<file path="src/rtl/uart_tx_arbiter.sv">
`timescale 1ns/1ps
`default_nettype none
// +--------------------------------------------------------------------------+
// | Module  : uart_tx_arbiter                                                |
// | Purpose : Shares one UART TX serializer between two byte-stream          |
// |           requesters (0 = command echo, 1 = command response/status).   |
// |           Round-robin arbitration at packet granularity: a grant is held |
// |           until the owner's last byte has left the serializer, or until  |
// |           the owner stalls mid-packet for TIMEOUT_CYC cycles.            |
// |           Each byte is gated on peer flow control and serializer idle.   |
// | Ports   : clk, rst_n           - clock, async active-low reset           |
// |           req_valid/data/last  - per-requester byte stream (2 lanes)     |
// |           req_ready            - per-requester accept (owner only)       |
// |           grant                - one-hot current owner, 0 when idle      |
// |           uart_rts             - peer ready-to-receive (unsynchronised)  |
// |           tx_data, tx_start    - byte + one-cycle start to serializer    |
// |           tx_busy              - serializer busy, start..stop bit        |
// |           err_timeout          - pulse when a stalled grant is revoked   |
// |           tx_count             - bytes issued, wraps at 16 bits          |
// | Revision: 1.0 - initial release                                          |
// +--------------------------------------------------------------------------+
module uart_tx_arbiter #(
  parameter int TIMEOUT_CYC    = 500000,
  parameter bit RTS_ACTIVE_LOW = 1'b1
) (
  input  logic        clk,
  input  logic        rst_n,
  input  logic [1:0]  req_valid,
  input  logic [15:0] req_data,
  input  logic [1:0]  req_last,
  output logic [1:0]  req_ready,
  output logic [1:0]  grant,
  input  logic        uart_rts,
  output logic [7:0]  tx_data,
  output logic        tx_start,
  input  logic        tx_busy,
  output logic        err_timeout,
  output logic [15:0] tx_count
);

  // Stall counter only needs to reach TIMEOUT_CYC-1.
  localparam int                 c_cnt_w   = (TIMEOUT_CYC > 1) ? $clog2(TIMEOUT_CYC) : 1;
  localparam logic [c_cnt_w-1:0] c_to_max  = c_cnt_w'(TIMEOUT_CYC - 1);
  localparam logic [c_cnt_w-1:0] c_cnt_one = c_cnt_w'(1);

  typedef enum logic [1:0] {
    S_IDLE      = 2'd0,
    S_LOCKED    = 2'd1,
    S_WAIT_BUSY = 2'd2,
    S_WAIT_DONE = 2'd3
  } state_t;

  state_t             r_state;
  logic [1:0]         r_grant;
  logic               r_owner;       // index of the current owner
  logic               r_last_owner;  // owner of the previous packet
  logic               r_last_flag;   // byte in flight closes the packet
  logic [7:0]         r_tx_data;
  logic               r_tx_start;
  logic               r_err_timeout;
  logic [15:0]        r_tx_count;
  logic [c_cnt_w-1:0] r_to_cnt;
  logic               r_rts_meta;
  logic               r_rts_sync;

  logic       w_rts_ok;
  logic       w_own_valid;
  logic       w_own_last;
  logic [7:0] w_own_data;
  logic       w_xfer;
  logic       w_pick;

  assign w_rts_ok    = (r_rts_sync == ~RTS_ACTIVE_LOW);
  assign w_own_valid = req_valid[r_owner];
  assign w_own_last  = req_last[r_owner];
  assign w_own_data  = r_owner ? req_data[15:8] : req_data[7:0];

  // With both requesting, the one that did not own the previous packet wins;
  // otherwise whichever is valid (req_valid[1] doubles as its index).
  assign w_pick = (&req_valid) ? ~r_last_owner : req_valid[1];

  // Combinational accept so a byte moves in the same cycle the serializer
  // and the peer are both ready; the non-owner lane stays at 0.
  always_comb begin
    req_ready = 2'b00;
    if (r_state == S_LOCKED) begin
      req_ready[r_owner] = w_own_valid & ~tx_busy & w_rts_ok;
    end
  end

  assign w_xfer = |req_ready;

  always_ff @(posedge clk or negedge rst_n) begin
    if (!rst_n) begin
      r_state       <= S_IDLE;
      r_grant       <= 2'b00;
      r_owner       <= 1'b0;
      r_last_owner  <= 1'b1;   // requester 0 wins the first arbitration
      r_last_flag   <= 1'b0;
      r_tx_data     <= 8'h00;
      r_tx_start    <= 1'b0;
      r_err_timeout <= 1'b0;
      r_tx_count    <= 16'h0000;
      r_to_cnt      <= '0;
      // Power up as "peer not ready" until the synchroniser has real data.
      r_rts_meta    <= RTS_ACTIVE_LOW;
      r_rts_sync    <= RTS_ACTIVE_LOW;
    end else begin
      r_rts_meta    <= uart_rts;
      r_rts_sync    <= r_rts_meta;
      r_tx_start    <= 1'b0;
      r_err_timeout <= 1'b0;

      case (r_state)
        S_IDLE: begin
          if (|req_valid) begin
            r_owner  <= w_pick;
            r_grant  <= w_pick ? 2'b10 : 2'b01;
            r_to_cnt <= '0;
            r_state  <= S_LOCKED;
          end
        end

        S_LOCKED: begin
          if (w_xfer) begin
            r_tx_data   <= w_own_data;
            r_tx_start  <= 1'b1;
            r_tx_count  <= r_tx_count + 16'd1;
            r_last_flag <= w_own_last;
            r_to_cnt    <= '0;
            r_state     <= S_WAIT_BUSY;
          end else if (!w_own_valid) begin
            // Only an absent requester ages; one held off by rts or a busy
            // serializer keeps its count frozen.
            if (r_to_cnt == c_to_max) begin
              r_err_timeout <= 1'b1;
              r_grant       <= 2'b00;
              r_last_owner  <= r_owner;
              r_to_cnt      <= '0;
              r_state       <= S_IDLE;
            end else begin
              r_to_cnt <= r_to_cnt + c_cnt_one;
            end
          end
        end

        // The serializer raises busy within one cycle of tx_start; waiting
        // for it keeps the next byte from slipping in before busy is seen.
        S_WAIT_BUSY: begin
          if (tx_busy) begin
            r_state <= S_WAIT_DONE;
          end
        end

        S_WAIT_DONE: begin
          if (!tx_busy) begin
            r_to_cnt <= '0;
            if (r_last_flag) begin
              r_last_owner <= r_owner;
              r_grant      <= 2'b00;
              r_state      <= S_IDLE;
            end else begin
              r_state <= S_LOCKED;
            end
          end
        end

        default: begin
          r_grant <= 2'b00;
          r_state <= S_IDLE;
        end
      endcase
    end
  end

  assign grant       = r_grant;
  assign tx_data     = r_tx_data;
  assign tx_start    = r_tx_start;
  assign err_timeout = r_err_timeout;
  assign tx_count    = r_tx_count;

endmodule
`default_nettype wire
</file>
<file path="config.mk">
export PLATFORM = sky130hd
export DESIGN_NAME = uart_tx_arbiter
export DESIGN_NICKNAME = d
export VERILOG_FILES = /design/src/rtl/uart_tx_arbiter.sv
export SDC_FILE = /design/constraint.sdc
export NUM_CORES = 1
export LEC_CHECK = 0
export ABC_AREA = 1
export CAP_MARGIN = 10
export CORE_ASPECT_RATIO = 2
export CORE_MARGIN = 2
export CORE_UTILIZATION = 53
export CTS_CLUSTER_DIAMETER = 80
export DETAILED_ROUTE_END_ITERATION = 16
export PLACE_DENSITY = 0.83
export SYNTH_ARGS = -nofsm -noshare
export SYNTH_HDL_FRONTEND = slang
export SYNTH_SLANG_ARGS = --single-unit
</file>
<file path="constraint.sdc">
create_clock -name clk -period 2.05 [get_ports clk]
set_input_delay 0.205 -clock clk [delete_from_list [all_inputs] [get_ports clk]]
set_output_delay 0.205 -clock clk [all_outputs]
set_load 0.01 [all_outputs]
</file>
==> run summary, run 1 <==
Core Region: 5660 um2
cts-stage hold buffer count: 0
max frequency: 0.588 GHz
Max Cap Violations: 0
Synth Register Bits: 54
Power per Cell Area: 1100 nW/um2
Int Pwr: 0.00273 W
gpl congestion: 1.01
async set-reset flop share out of synthesis: 100%
CTS tree: built
dpl ws: 49.2 ps
Skew-Pair Late Insertion Delay: 290 ps
Final nets: 505
r2r endpoint: r_to_cnt[17]$_DFFE_PN0P_
DIE AREA: 6440 um2
final core occ: 69.1%
Max-slew headroom: 54.2%
CP Data Arrival Time: 1880 ps
most frequent cell after synthesis: nand2_1
RSZ-0062 raised after global routing: no
setup TNS: 0 ps
hold crit path type: primary input to async pin
register area share after synthesis: 44.2%
Flop pwr share: 34.7%
share of the synthesized area in the top cell type: 41.6%
Avg Inst Size Synth: 7.40 um2
largest net degree at the start of global routing: 55
Reg2Reg Launch Point: r_state[0]$_DFFE_PN0P_
Initial Util: 54.2%
Max FO, Critical Path: 11
Data required, critical path: 2230 ps
clk buf depth: 2
Ports: 54
first-pass GRT wire length: 13200 um
CP endpoint kind: register
Gate Count Post-Synth: 414
Die X: 57.8 um
htree depth: 2
Overflow after GRT: 0
Combinational Power Share: 43.2%
ranking of synthesized cells by area: dfrtp_1, nand2_1, nor2_1, nand3_1, inv_1
WS Path Type: register to register
Critical Path Source: r_state[0]$_DFFE_PN0P_
Worst Slack Setup Final: 351 ps
Pre-antenna DRT Iters: 4
Total Routing Usage GR: 26.1%
Area Overhead vs Synth: 27.5%
total CTS buffers: 5
Final Cycle Share: 82.9%
Distinct cells, synth: 35
Clock Skews: 6.48 ps
clock sinks: 54
switching share of power: 36.5%
critical path launch point type: register
R2R setup slack: 350 ps
Cell Area, Synth: 3070 um2
clk root buf: clkbuf_16
power share of the clock group: 22.1%
Setup crit end: r_to_cnt[17]$_DFFE_PN0P_
row count: 39
drt wl/cell: 14.2 um
routed vias: 2926
Leakage: 1.85 nW
Fin. Hold Viols: 0
DRT iter0 DRCs: 146
antenna violations before repair: 0
DPL Wire Length: 5710 um
Worst Tran Pin Value: 686 ps
post-layout minimum cycle time: 1700 ps
YS warnings: 0
Net Sw Power: 0.00157 W
Post-DRT Antenna Nets: 0
R2R cell count: 8
post-synth top area cell: dfrtp_1
share of cells above drive strength 1: 9.38%
Ant. Diodes: 0
Buffers on Ports: 53
number of vias per cell: 5.41
Top FF cell, synth: dfrtp_1
Peak supply drop: 0.936 mV
Hold WS: 29.2 ps
DIE HEIGHT: 112 um
DRC Markers: 0
Final Setup Violations: 0
vias in the first global route: 3006
status: complete, no violations
Reg clk slew, reported paths: 70 ps
synth cell count leaders: nand2_1, nor2_1, dfrtp_1
Slew Viols, Final: 0
Synthesized Nets: 440
WL final: 7710 um
Post-synth EDFFs: 0
-- power by group through the flow --
stage / Combinational [W] / Clock (W) / Sequential (W)
floorplan: 0.000963 / 0 / 0.00154
global placement: 0.00177 / 0 / 0.00150
detailed placement: 0.00181 / 0 / 0.00151
CTS: 0.00187 / 0.000967 / 0.00149
global route: 0.00203 / 0.00101 / 0.00152
finish: 0.00186 / 0.000951 / 0.00149
-- stage by stage --
step,total power [W],std cells,area (um2)
after floorplan,0.00250,414,3070
after global placement,0.00326,531,3720
after detailed placement,0.00332,531,3720
after CTS,0.00433,541,3900
after global routing,0.00456,541,3910
final,0.00430,541,3910
-- cell families after synthesis --
group	count (synthesis)	synth area share (%)
AOI/OAI and AO/OA	30	5.10
muxes	9	2.94
adders and majority gates	2	0.816
buffers and inverters	47	6.41
DFF	54	44.2
xor gates and xnor gates	10	2.86
and+or+nand+nor	262	37.7
-- worst max-delay path, cell delays in order (launching register included) --
cell,delay [ps]
dfrtp_1,410
buf_4,140
buf_4,150
nand3_1,170
nand3_4,200
inv_2,150
nand2_2,170
inv_2,140
nor2_1,60
-- worst min-delay path by stage --
stage / startpoint / slack (ps) / endpoint / depth (start not counted)
2_1_floorplan: rst_n / -90 / async pin / 0
6_report: rst_n / 30 / r_owner$_DFFE_PN0P_ / 2
5_1_grt: rst_n / 110 / tx_data[7]$_DFFE_PN0P_ / 2
3_3_place_gp: r_rts_meta$_DFF_PN1_ / 350 / r_rts_sync$_DFF_PN1_ / 0
4_1_cts: rst_n / 70 / grant[0]$_DFFE_PN0P_ / 2
3_5_place_dp: r_rts_meta$_DFF_PN1_ / 350 / r_rts_sync$_DFF_PN1_ / 0
-- registers in the layout, indices dropped and copies added, names as in the netlist, named ones only --
signal        count
tx_count         16
r_to_cnt         19
tx_start          1
r_rts_sync        1
r_last_flag       1
r_state           1
tx_data           8
r_owner           1
r_last_owner      1
err_timeout       1
r_rts_meta        1
grant             2
-- cell usage in the layout, fill, tap and decap left out, drive strengths merged --
cell,count
nand2,131
nor2,73
dfrtp,51
clkdlybuf4s50,50
inv,37
nand3,33
o21ai,24
buf,16
nor3,10
nand4,10
mux2i,9
xor2,7
clkbuf,6
a21oi,5
xnor2,3
dfstp,3
nand3b,2
ha,2
dlymetal6s2s,2
nor4,1
a21boi,1
or2,1
nor3b,1
bufinv,1
clkinvlp,1
-- what timing repair did --
action                     CTS  global route
gates resized for setup      0             2
setup endpoints to repair    2             2
buffers inserted             2             0
pin swaps                    1             0
-- layer usage --
metal | share of wire, % | GRT usage [%] | vias to the layer above
li1 | - | - | 1450
met1 | 35 | 26.5 | 1363
met2 | 57 | 48.2 | 85
met3 | 3.1 | 3.02 | 28
met4 | 4.7 | 15.5 | 0
met5 | 0 | 0 | -
-- final cells by class --
type	instances	area, um2
clock buffer	6	129
clock inverter	2	37.5
fill	456	1750
inverter	37	141
multi-input combinational	313	1510
sequential	54	1360
tap	61	76.3
timing repair buffer	68	656
(Power assumes the default switching activity.)
==> run 2, diff against run 1 <==
Settings changed: CORE_UTILIZATION 53 to 48, PLACE_DENSITY 0.83 to 0.8.
Clock period 2.05 ns to 1.4 ns, I/O delays scaled along.
==> run 2 against run 1 <==
Effect of this change: the flow now finishes with violations (negative setup slack); clock power grew 43%; non-clock buffer count grew 83; global-route usage grew 4.5 points; sequential power grew 51%; flip-flop and latch count is the same; design area grew 30%; clock-buffer cell count is the same; clock skew grew 2.7 ps; cell count grew 20%; worst setup slack lost 620 ps; core utilization grew 12 points; worst hold slack gained 200 ps.
==> run summary, run 2 (same netlist as run 1, synthesis figures left out) <==
clock sinks: 54
Max FO, Critical Path: 3
Final Setup Violations: 51
Max Cap Violations: 0
largest net degree at the start of global routing: 55
Worst Tran Pin Value: 339 ps
gpl congestion: 1.01
hold_sp: uart_rts
R2R cell count: 9
area occupied by multi-input gates: 1890 um2
met3 global-route usage: 3.63%
final core occ: 81.0%
number of fill cells: 373
WL final: 11700 um
Ant. Diodes: 0
most frequent cells in the layout: nand2_1, buf_4, nor2_1
CP max-delay cell: dfrtp_1
clk buf depth: 2
WS Path Type: register to register
RSZ-0062 raised after global routing: yes
Endpoint, Worst Hold: r_rts_meta$_DFF_PN1_
critical path's largest stage delay: 370 ps
Area Overhead vs Synth: 65.3%
DRC Markers: 0
critical-path cell list: buf_4, nand3_1, nor2_2, nand3_1, nor2_2, nand2_2, nand2_2, nand2_1, nor2_1
htree depth: 2
CP endpoint kind: register
Final nets: 589
Initial Util: 49.0%
Placement Cell Area: 4160 um2
Overflow after GRT: 0
drt wl/cell: 18.1 um
antenna violations before repair: 0
Pre-antenna DRT Iters: 6
hold path depth: 1
Power per Cell Area: 1550 nW/um2
critical path launch point type: register
Buffers on Ports: 53
total CTS buffers: 5
Slew Viols, Final: 0
R2R setup slack: -270 ps
vias in the first global route: 3466
Data required, critical path: 1640 ps
row count: 41
Reg clk slew, reported paths: 80 ps
Skew-Pair Late Insertion Delay: 310 ps
post-layout minimum cycle time: 1670 ps
clk root buf: clkbuf_16
number of vias per cell: 5.54
DIE AREA: 7080 um2
share of cells above drive strength 1: 36.3%
first-pass GRT wire length: 15800 um
sequential cell area: 1360 um2
Peak supply drop: 1.40 mV
DIE HEIGHT: 117 um
Worst Slack Setup Final: -266 ps
Total Routing Usage GR: 30.6%
DPL Wire Length: 6550 um
Die X: 60.5 um
hold crit path type: primary input to register
CP Data Arrival Time: 1910 ps
Final Cycle Share: 119%
most crowded layer after global routing: met2
Max-slew headroom: 77.2%
status: complete, but fails checks
r2r endpoint: r_to_cnt[17]$_DFFE_PN0P_
Top reg by flops: r_to_cnt
Leakage: 2.48 nW
Ports: 54
CTS tree: built
commonest non-fill, non-tap cell in the layout: nand2_1
post-route cell area: 5070 um2
failing checks: negative setup slack
max frequency: 0.600 GHz
Post-DRT Antenna Nets: 0
max reg flops: 19
met1 GRT Util: 30.1%
Reg2Reg Launch Point: r_to_cnt[2]$_DFFE_PN0P_
DRT iter0 DRCs: 296
routed vias: 3602
Clock Skews: 9.21 ps
global routing usage on met2: 57.0%
Fin. Hold Viols: 0
Core Region: 6260 um2
-- run 2: changes by cell type in the layout (fill, tap and decap cells not counted), sizes merged, moves of 2 or more --
cell / before / now
dlymetal6s2s: 2 / 7
dlygate4sd2: 0 / 9
buf: 16 / 98
clkbuf: 6 / 8
clkdlybuf4s50: 50 / 34
-- run 2: area by class of cell --
cell class	instances	share of cell area, %
Inverter	37	2.99
Clock inverter	2	0.321
Multi-Input combinational cell	314	37.3
Timing Repair Buffer	151	27.7
Tap cell	86	2.12
Sequential cell	54	26.8
Clock buffer	6	2.74
-- run 2: timing repair --
action / CTS / global route
buffers inserted: 14 / 13
hold endpoints to repair: 51 / 0
pin swaps: 17 / 20
setup endpoints to repair: 47 / 53
resized for setup: 73 / 96
cloned: 1 / 4
hold buffers: 1 / 0
-- run 2: stage by stage --
stage / hold WS [ps] / setup slack [ps] / std cells / total power (W) / TNS (ps)
global placement: 161 / -362 / 610 / 0.00499 / -10190
finish: 229 / -266 / 650 / 0.00784 / -6580
floorplan: -156 / 4.57 / 414 / 0.00369 / 0
detailed placement: 161 / -408 / 610 / 0.00508 / -12210
CTS: 241 / -127 / 634 / 0.00701 / -2370
global route: 240 / -462 / 650 / 0.00816 / -12170
-- run 2: worst max path at each step --
| stage | start | to | slack, ps |
|---|---|---|---|
| 2_1_floorplan | r_state[0]$_DFFE_PN0P_ | tx_count[9]$_DFFE_PN0P_ | 5 |
| 3_3_place_gp | tx_busy | req_ready[0] | -360 |
| 3_5_place_dp | req_valid[1] | req_ready[1] | -410 |
| 4_1_cts | register | req_ready[0] | -130 |
| 5_1_grt | r_to_cnt[7]$_DFFE_PN0P_ | register | -460 |
| 6_report | r_to_cnt[2]$_DFFE_PN0P_ | r_to_cnt[17]$_DFFE_PN0P_ | -270 |
-- run 2: worst max-delay path: cells and delay by family, from the launching register on --
kind                   cells  cell delay (ps)
and+or+nand+nor            8             1100
DFF                        1              370
buffers and inverters      1              130
-- run 2: routing by layer --
metal / wire length [um] / part of all wire, %
met1: 3700 / 31
met3: 620 / 5.3
met4: 888 / 7.6
met5: 0 / 0
met2: 6540 / 56
-- run 2: where the power goes --
| part | switching (W) | internal (W) |
|---|---|---|
| clock network | 0.000635 | 0.000721 |
| registers | 0.000341 | 0.00191 |
| logic | 0.00230 | 0.00193 |
